$ cat config.mk
export PLATFORM = sky130hd
export DESIGN_NAME = boss_ctrl
export DESIGN_NICKNAME = d
export VERILOG_FILES = /design/src/rtl/boss_ctrl.sv
export SDC_FILE = /design/constraint.sdc
export NUM_CORES = 1
export LEC_CHECK = 0
export ABC_AREA = 1
export BUFFER_PORTS_ARGS = -buffer_cell sky130_fd_sc_hd__buf_2
export CORE_MARGIN = 5
export CORE_UTILIZATION = 58
export CTS_BUF_LIST = sky130_fd_sc_hd__clkbuf_8 sky130_fd_sc_hd__clkbuf_16
export DETAILED_ROUTE_END_ITERATION = 8
export HOLD_SLACK_MARGIN = 0.08
export PLACE_DENSITY = 0.81
export SYNTH_ARGS = -nofsm -noshare
export SYNTH_HDL_FRONTEND = slang
export SYNTH_SLANG_ARGS = --single-unit
$ cat constraint.sdc
create_clock -name i_clk -period 2.95 [get_ports i_clk]
set_input_delay 0.295 -clock i_clk [delete_from_list [all_inputs] [get_ports i_clk]]
set_output_delay 0.295 -clock i_clk [all_outputs]
set_load 0.1 [all_outputs]
$ cat src/rtl/boss_ctrl.sv
// Stage-3 boss sequencer: entry descent, patrol, hurt, dying and dead phases, plus fire-request handshake.
// Optional macro BOSS_CHASE_EN: patrol steers toward player_x - 4 instead of bouncing between bounds.
module boss_ctrl #(
    parameter int X_MIN         = 20,
    parameter int X_MAX         = 290,
    parameter int Y_HOME        = 40,
    parameter int HP_INIT       = 8,
    parameter int ANIM_DIV      = 8,
    parameter int HURT_TICKS    = 16,
    parameter int ATTACK_PERIOD = 60
) (
    input  logic       i_clk,
    input  logic       i_rst_n,
    input  logic [3:0] i_state,
    input  logic       i_tick,
    input  logic       i_hit,
    input  logic [8:0] i_player_x,
    input  logic       i_fire_ack,
    output logic [8:0] o_boss_x,
    output logic [8:0] o_boss_y,
    output logic [3:0] o_boss_state,
    output logic [3:0] o_hp,
    output logic       o_boss_dead,
    output logic       o_fire_req,
    output logic [8:0] o_fire_x,
    output logic [8:0] o_fire_y
);

    localparam logic [3:0] STAGE3    = 4'd6;
    localparam logic [8:0] XMIN9     = 9'(X_MIN);
    localparam logic [8:0] XMAX9     = 9'(X_MAX);
    localparam logic [8:0] XMID9     = 9'((X_MIN + X_MAX) / 2);
    localparam logic [8:0] YHOME9    = 9'(Y_HOME);
    localparam logic [3:0] HP0       = 4'(HP_INIT);
    // Tick counters are 8 bits wide, so the three periods must stay at or below 256.
    localparam logic [7:0] ANIM_LAST = 8'(ANIM_DIV - 1);
    localparam logic [7:0] HURT_LAST = 8'(HURT_TICKS - 1);
    localparam logic [7:0] ATK_LAST  = 8'(ATTACK_PERIOD - 1);

    typedef enum logic [2:0] {
        S_IDLE   = 3'd0,
        S_ENTER  = 3'd1,
        S_PATROL = 3'd2,
        S_HURT   = 3'd3,
        S_DYING  = 3'd4,
        S_DEAD   = 3'd5
    } fsm_t;

    fsm_t       r_fsm;
    logic [8:0] r_boss_x;
    logic [8:0] r_boss_y;
    logic [3:0] r_boss_state;
    logic [3:0] r_hp;
    logic       r_dir;
    logic [7:0] r_anim_cnt;
    logic [7:0] r_hurt_cnt;
    logic [7:0] r_atk_cnt;
    logic       r_boss_dead;
    logic       r_fire_req;
    logic [8:0] r_fire_x;
    logic [8:0] r_fire_y;

    logic [8:0] w_next_x;
    logic       w_next_dir;
    logic [3:0] w_walk_frame;
    logic [3:0] w_hp_dec;
    logic       w_anim_wrap;

    assign w_walk_frame = {2'b00, r_boss_state[1:0] + 2'd1};
    assign w_anim_wrap  = (r_anim_cnt == ANIM_LAST);
    assign w_hp_dec     = (r_hp == 4'd0) ? 4'd0 : (r_hp - 4'd1);

`ifdef BOSS_CHASE_EN
    logic [8:0] w_target;

    // Chase target: player_x - 4 clamped into the patrol band.
    always_comb begin
        if (i_player_x <= (XMIN9 + 9'd4)) begin
            w_target = XMIN9;
        end else if (i_player_x >= (XMAX9 + 9'd4)) begin
            w_target = XMAX9;
        end else begin
            w_target = i_player_x - 9'd4;
        end
    end

    // One-pixel step toward the target; direction remembers the last actual step.
    always_comb begin
        w_next_x   = r_boss_x;
        w_next_dir = r_dir;
        if (r_boss_x < w_target) begin
            w_next_x   = r_boss_x + 9'd1;
            w_next_dir = 1'b1;
        end else if (r_boss_x > w_target) begin
            w_next_x   = r_boss_x - 9'd1;
            w_next_dir = 1'b0;
        end else begin
            w_next_x   = r_boss_x;
            w_next_dir = r_dir;
        end
    end
`else
    logic w_unused_player;
    assign w_unused_player = ^i_player_x;

    // Bounce patrol: the direction flips on the tick that lands on a bound.
    always_comb begin
        w_next_x   = r_boss_x;
        w_next_dir = r_dir;
        if (r_dir) begin
            if (r_boss_x < XMAX9) begin
                w_next_x = r_boss_x + 9'd1;
            end else begin
                w_next_x = r_boss_x - 9'd1;
            end
        end else begin
            if (r_boss_x > XMIN9) begin
                w_next_x = r_boss_x - 9'd1;
            end else begin
                w_next_x = r_boss_x + 9'd1;
            end
        end
        if (w_next_x > r_boss_x) begin
            w_next_dir = (w_next_x < XMAX9);
        end else begin
            w_next_dir = (w_next_x <= XMIN9);
        end
    end
`endif

    // Boss FSM; leaving STAGE3 is a synchronous abort back to the reset picture.
    always_ff @(posedge i_clk) begin
        if (!i_rst_n || (i_state != STAGE3)) begin
            r_fsm        <= S_IDLE;
            r_boss_x     <= XMID9;
            r_boss_y     <= 9'd0;
            r_boss_state <= 4'd0;
            r_hp         <= HP0;
            r_dir        <= 1'b1;
            r_anim_cnt   <= 8'd0;
            r_hurt_cnt   <= 8'd0;
            r_atk_cnt    <= 8'd0;
            r_boss_dead  <= 1'b0;
            r_fire_req   <= 1'b0;
            r_fire_x     <= 9'd0;
            r_fire_y     <= 9'd0;
        end else begin
            r_boss_dead <= 1'b0;
            // The handshake runs in every phase so a pending request survives leaving PATROL.
            if (r_fire_req && i_fire_ack) begin
                r_fire_req <= 1'b0;
            end
            case (r_fsm)
                S_IDLE: begin
                    r_fsm <= S_ENTER;
                end
                S_ENTER: begin
                    if (i_tick) begin
                        r_boss_y <= r_boss_y + 9'd1;
                        if (w_anim_wrap) begin
                            r_anim_cnt   <= 8'd0;
                            r_boss_state <= w_walk_frame;
                        end else begin
                            r_anim_cnt <= r_anim_cnt + 8'd1;
                        end
                        if ((r_boss_y + 9'd1) == YHOME9) begin
                            r_fsm <= S_PATROL;
                        end
                    end
                end
                S_PATROL: begin
                    if (i_hit) begin
                        r_hp       <= w_hp_dec;
                        r_anim_cnt <= 8'd0;
                        r_hurt_cnt <= 8'd0;
                        if (w_hp_dec == 4'd0) begin
                            r_fsm        <= S_DYING;
                            r_boss_state <= 4'd5;
                        end else begin
                            r_fsm        <= S_HURT;
                            r_boss_state <= 4'd4;
                        end
                    end else if (i_tick) begin
                        r_boss_x <= w_next_x;
                        r_dir    <= w_next_dir;
                        if (w_anim_wrap) begin
                            r_anim_cnt   <= 8'd0;
                            r_boss_state <= w_walk_frame;
                        end else begin
                            r_anim_cnt <= r_anim_cnt + 8'd1;
                        end
                        if (r_atk_cnt == ATK_LAST) begin
                            r_atk_cnt <= 8'd0;
                            if (!r_fire_req) begin
                                r_fire_req <= 1'b1;
                                r_fire_x   <= w_next_x + 9'd4;
                                r_fire_y   <= r_boss_y + 9'd10;
                            end
                        end else begin
                            r_atk_cnt <= r_atk_cnt + 8'd1;
                        end
                    end
                end
                S_HURT: begin
                    if (i_tick) begin
                        if (r_hurt_cnt == HURT_LAST) begin
                            r_fsm        <= S_PATROL;
                            r_boss_state <= 4'd0;
                            r_anim_cnt   <= 8'd0;
                            r_hurt_cnt   <= 8'd0;
                        end else begin
                            r_hurt_cnt <= r_hurt_cnt + 8'd1;
                        end
                    end
                end
                S_DYING: begin
                    if (i_tick) begin
                        if (w_anim_wrap) begin
                            r_anim_cnt <= 8'd0;
                            if (r_boss_state == 4'd7) begin
                                r_fsm       <= S_DEAD;
                                r_boss_dead <= 1'b1;
                            end else begin
                                r_boss_state <= r_boss_state + 4'd1;
                            end
                        end else begin
                            r_anim_cnt <= r_anim_cnt + 8'd1;
                        end
                    end
                end
                S_DEAD: begin
                    r_fsm <= S_DEAD;
                end
                default: begin
                    r_fsm <= S_IDLE;
                end
            endcase
        end
    end

    assign o_boss_x     = r_boss_x;
    assign o_boss_y     = r_boss_y;
    assign o_boss_state = r_boss_state;
    assign o_hp         = r_hp;
    assign o_boss_dead  = r_boss_dead;
    assign o_fire_req   = r_fire_req;
    assign o_fire_x     = r_fire_x;
    assign o_fire_y     = r_fire_y;

endmodule

* Word level (Yosys, flattened, before mapping)
Cells that the tools add are included.
** Storage, ports and cells
- Register bits :: 74
- Latch bits :: 0
- Bits in writable memories :: 0
- Memory bits (read-only) :: 0
- Input port bits :: 18
- Output and inout bits :: 46
- Logic and storage cells :: 116
- Memories :: 0
** Cells by class
- Add/subtract/negate cells :: 11
- Multipliers :: 0
- Divide/modulo/power cells :: 0
- Magnitude comparators :: 5
- Equal/unequal tests :: 20
- Shift-type cells :: 0
- Muxes and demuxes :: 43
- Bitwise logic cells :: 5
- Reductions and logical operators :: 19
** Operators by type and width (count)
- $mux 8 :: 9
- $mux 4 :: 9
- $mux 3 :: 9
- $mux 9 :: 3
- $add 8x1->8 const B :: 3
- $pmux 8 s3 :: 1
- $add 9x1->9 const B :: 2
- $lt 9x9->1 const B :: 2
- $ne 2x2->1 const B :: 9
- $pmux 3 s6 :: 1
- $pmux 4 s4 :: 1
- $pmux 8 s2 :: 1
- $add 9x3->9 const B :: 1
- $add 9x4->9 const B :: 1
- $eq 9x6->1 const B :: 1
- $gt 9x5->1 const B :: 1
- $gt 9x9->1 :: 1
- $le 9x5->1 const B :: 1
- $mux 1 :: 9
- $reduce_and 3->1 :: 3
- $sub 9x1->9 const B :: 1
- $eq 8x3->1 const B :: 1
- $eq 8x4->1 const B :: 1
- $eq 8x6->1 const B :: 1
- other kinds (23) :: 31

* Logic depth before layout (Yosys ltp)
- Depth after elaboration :: 7
- Gate-level depth with buffers :: 18
- Gate-level depth less buffers :: 17

* Worst setup path before layout
OpenSTA, ideal clock, no wires.
- Kind :: reg-to-reg
- From :: register r_boss_x[0], in the netlist o_boss_x[0]
- To :: register r_dir
- Library setup time :: 0.115 ns
- Arrival time :: 2.855 ns
- Path slack :: -0.020 ns
- Cell stages (with the launch flop) :: 17
- Buffers on the path :: 0
- Period minus slack after synthesis :: 2.970 ns
- Cell sequence :: dfxtp_1 -> ha_1 -> nand2_1 -> inv_1 -> nand2_1 -> nor2_1 -> nand3_1 -> nand3_1 -> nand2_1 -> inv_1 -> ha_1 -> nand4_1 -> o221ai_1 -> o21ai_0 -> nand2_1 -> nand2_1 -> nand2_1
** Between the ends
- Word-level cells in the longest chain between the ends :: 5
- Elaborated cells between the ends (all ways) :: 11
- Classes of those cells :: add/sub: 2; order compare: 5; mux: 4
** Ends and longest elaborated chain
- from (decl) :: RTL line 50 : logic [8:0] r_boss_x;
- from (signal assigned) :: RTL line 184 : r_boss_x <= w_next_x;
- $add 9x1->9 (tied with other cells) :: RTL line 112, 120
- $mux 9 (on tied branches) :: RTL line 117, 111
- $mux 9 (*) :: RTL line 110 : if (r_dir) begin
- via w_next_x[8] :: RTL line 63 : logic [8:0] w_next_x;
- $le 9x5->1 (tied with other cells) :: RTL line 126 : w_next_dir = (w_next_x <= XMIN9);
- $mux 1 (*) :: RTL line 123 : if (w_next_x > r_boss_x) begin
- to (signal assigned) :: RTL line 185 : r_dir <= w_next_dir;
- to (decl) :: RTL line 54 : logic r_dir;
Mark *: on every way through the listed nets, which the timed path passes. The rest lies on a longest branch.
A chain may end at the register's enable or synchronous reset.

* Worst setup path in the final report
Ends and elaborated chain as after synthesis.

==> flow_summary.toml <==
[yosys]
synth_sequential_area_ratio = 0.337
syn_area_sq_um = 4400
yosys-top-cells-area = "dfxtp_1 (34%), nand2_1 (11%), inv_1 (7.5%), a21oi_1 (6.4%), o21ai_0 (6.4%)"
postSynthNetCount = 694
distinct_cell_type_count_after_synthesis = 39
synth_top_cell_area_share = 0.337
synth_edf_count = 0
synth_largest_area_cell = "dfxtp_1"
synth.yosys.warnings = 0
syn-instance-count = 657
ys.flop_type = "dfxtp_1"
share_of_synthesized_registers_carrying_an_async_set_or_reset = 0
syn_avg_cell_area_sq_um = 6.70
ys_ff_latch = 74

[timing]
finClkSkew_ns = 0.0132
fin_hold_ws_ns = 0.210
report.final.slew_viol_count = 0
finalHoldViolCount = 0
timing.final.crit_period_ns = 2.52
final.setup.worst_slack_ns = 0.432
slew-limit-headroom = 0.669
final.setup.tns_ns = 0
timing.final.crit_share = 0.853
clock.fmax_mhz = 397
worstMarginPinSlew_ns = 0.496
report.final.setup_viol = 0
grt_setup_unrepaired = "no"

[setup_path]
regToRegStartpoint = "o_boss_x[0]$_SDFFE_PP1P_"
most_common_cell_on_crit_path = "nand2_1"
reg2regPathDepth = 16
max_stage_delay_ns = 0.46
slowest_stage = "dfxtp_2"
r2r_end = "r_dir$_SDFFE_PP1P_"
ff2ff_setup_slack_ns = 0.43
worstPathRequired_ns = 3.19
worst-setup-path-type = "reg2reg"
crit_path_start_kind = "register"
worst_ep_arrival_time_ns = 2.76
setup.worst_path.end_class = "register"
cp_cell_sequence = "ha_1 > nand2_1 > inv_1 > nand2_1 > nor2_1 > nand3_1 > nand3_1 > nand2_1 > inv_1 > ha_1 > a21oi_1 > o221ai_1 > o21ai_0 > nand2_1 > nand2_1 > nand2_1"
timing.critical_path.max_delay_family = "simple AND/OR/NAND/NOR gates"
cp_num_buf_inv = 2
critical_path.max_fanout = 11

[global_route]
grt_antenna_before_repair = 0
grt_first_pass_wirelength_um = 17300
grt_use_total = 0.217
global_route_total_overflow = 0
grt_max_degree = 35
grt_pass1_vias = 3923

[route]
first_pass_iters = 5
drc = 0
drtIter0Drc = 215
routed_via_count_divided_by_cell_count = 5.34
count_of_nets_left_with_antenna_violations_after_detail_routing = 0
avgRoutedWirePerCell_um = 12.6
dr_total_vias = 4338
postRouteWirelength_um = 10300

[power]
power-per-cell-area_nw_per_um2 = 377
leakage_uw = 0.00238
irDropWorstVdd_uv = 268
post-layout-total-power_uw = 1870

[job]
maxCapViolations = 0

[floorplanning]
chipWidth_um = 97.1
initial_utilization = 0.600
die_area_sq_um = 9430
placementRows = 31
ios = 64
core-area_sq_um = 7330
die_height_um = 97.1

[hold_path]
hp-class = "in2reg"
hold_end = "o_fire_req$_SDFF_PP0_"
hold-path-cell-count = 4
hold_path_startpoint = "i_fire_ack"

[clock_network]
number_of_cts_inserted_buffers = 9
cts_setup_buffers = 0
tritoncts_num_sinks = 74
cts_buffer_depth = 2
clock_insertion_delay_worst_skew_ns = 0.34
clockRootBuffer = "clkbuf_8"
cts-resized-gates = 0
number_of_hold_repair_buffers_added_at_the_cts_stage = 0
cts_tree = "yes"
htree_num_levels = 3
path_clk_slew_ns = 0.08

[place]
post-dp-hpwl_um = 7710
globalplace.congestion = 0.989
buffer_ports.inserted = 54
dp_slack_ns = 0.483

[finish]
n_antenna_cell = 0
most_common_cell_after_layout_fill_and_taps_aside = "nand2_1"
finalNetCount = 746
layout.cells.most_common_list = "nand2_1 (131), inv_1 (90), nor2_1 (74)"
area_delta_synth_final_pct = 12.7
layout_cells_sized_above_1 = 0.139

[outcome]
run_status = "completed"
Yosys cell counts, types with 3 or more instances:
library cell / count
nor4_1: 3
xnor2_1: 5
nor3b_1: 7
xor2_1: 20
nor2_1: 74
ha_1: 19
buf_2: 4
nand3_1: 37
nand2_2: 5
o211ai_1: 3
inv_2: 5
inv_1: 88
buf_1: 3
o21a_1: 4
nand2_1: 131
nor2_2: 9
dfxtp_1: 74
nor3_1: 15
clkbuf_1: 7
nand4_1: 7
o21ai_0: 56
a21oi_1: 56
routing by layer:
layer	global-route usage	wire (um)	up-vias
met5	0	0	-
met4	0.0734	184	0
met3	0.0459	512	17
met2	0.373	4890	111
met1	0.268	4690	1966
li1	-	-	2244
per-stage QoR:
step	util	instance area (sq um)	std cells
finish	0.676	4960	813
global route	0.676	4960	813
CTS	0.676	4960	813
detailed placement	0.647	4750	797
global placement	0.647	4750	797
floorplan	-	4400	657
worst max path at each step:
| stage | startpoint | to | slack (ns) | cells after the start |
|---|---|---|---|---|
| 6_report | o_boss_x[0]$_SDFFE_PP1P_ | r_dir$_SDFFE_PP1P_ | 0.43 | 16 |
| 2_1_floorplan | o_boss_x[5]$_SDFFE_PP0P_ | r_dir$_SDFFE_PP1P_ | 0.06 | 17 |
| 3_5_place_dp | o_boss_x[8]$_SDFFE_PP0P_ | r_dir$_SDFFE_PP1P_ | 0.48 | 16 |
| 5_1_grt | o_boss_x[0]$_SDFFE_PP1P_ | r_dir$_SDFFE_PP1P_ | 0.14 | 16 |
| 3_3_place_gp | o_boss_x[6]$_SDFFE_PP0P_ | r_dir$_SDFFE_PP1P_ | 0.48 | 16 |
| 4_1_cts | o_boss_x[0]$_SDFFE_PP1P_ | r_dir$_SDFFE_PP1P_ | 0.45 | 16 |
where the power goes:
group          internal [uW]  switching (uW)  leakage, uW
clock network            469             373     0.000116
logic                   8.59            19.2      0.00167
registers                998           0.455     0.000595
total                   1480             392      0.00238
sequential cells by signal, summed over array words and instances (netlist names), 8 cells and up:
| signal | flops |
|---|---|
| o_boss_x | 9 |
| o_boss_y | 9 |
| o_fire_x | 9 |
| o_fire_y | 9 |
| r_anim_cnt | 8 |
| r_atk_cnt | 8 |
| r_hurt_cnt | 8 |
worst min-delay path, stage by stage:
cell and delay (ns):
buf_2 0.07, inv_1 0.03, nand2_1 0.05, a21oi_1 0.05
layout make-up:
class | count | area (sq um)
well taps | 99 | 124
flip-flops and latches | 74 | 1480
repair buffers | 56 | 285
multi-input cells | 475 | 2500
fillers | 629 | 2370
clock buffers | 9 | 124
clock inverters | 7 | 86.3
inverters | 93 | 349
cells by family (layout without fill, tap and decap cells):
family	count (synthesis)	in the layout	share of synthesized area
buffers and inverters	108	165	0.0941
muxes	1	1	0.00228
and+or+nand+nor	301	301	0.308
DFF	74	74	0.337
AOI/OAI and AO/OA	129	129	0.155
xor gates and xnor gates	25	25	0.0498
adders and majority gates	19	19	0.0540
Power figures use the tool's default switching activity.
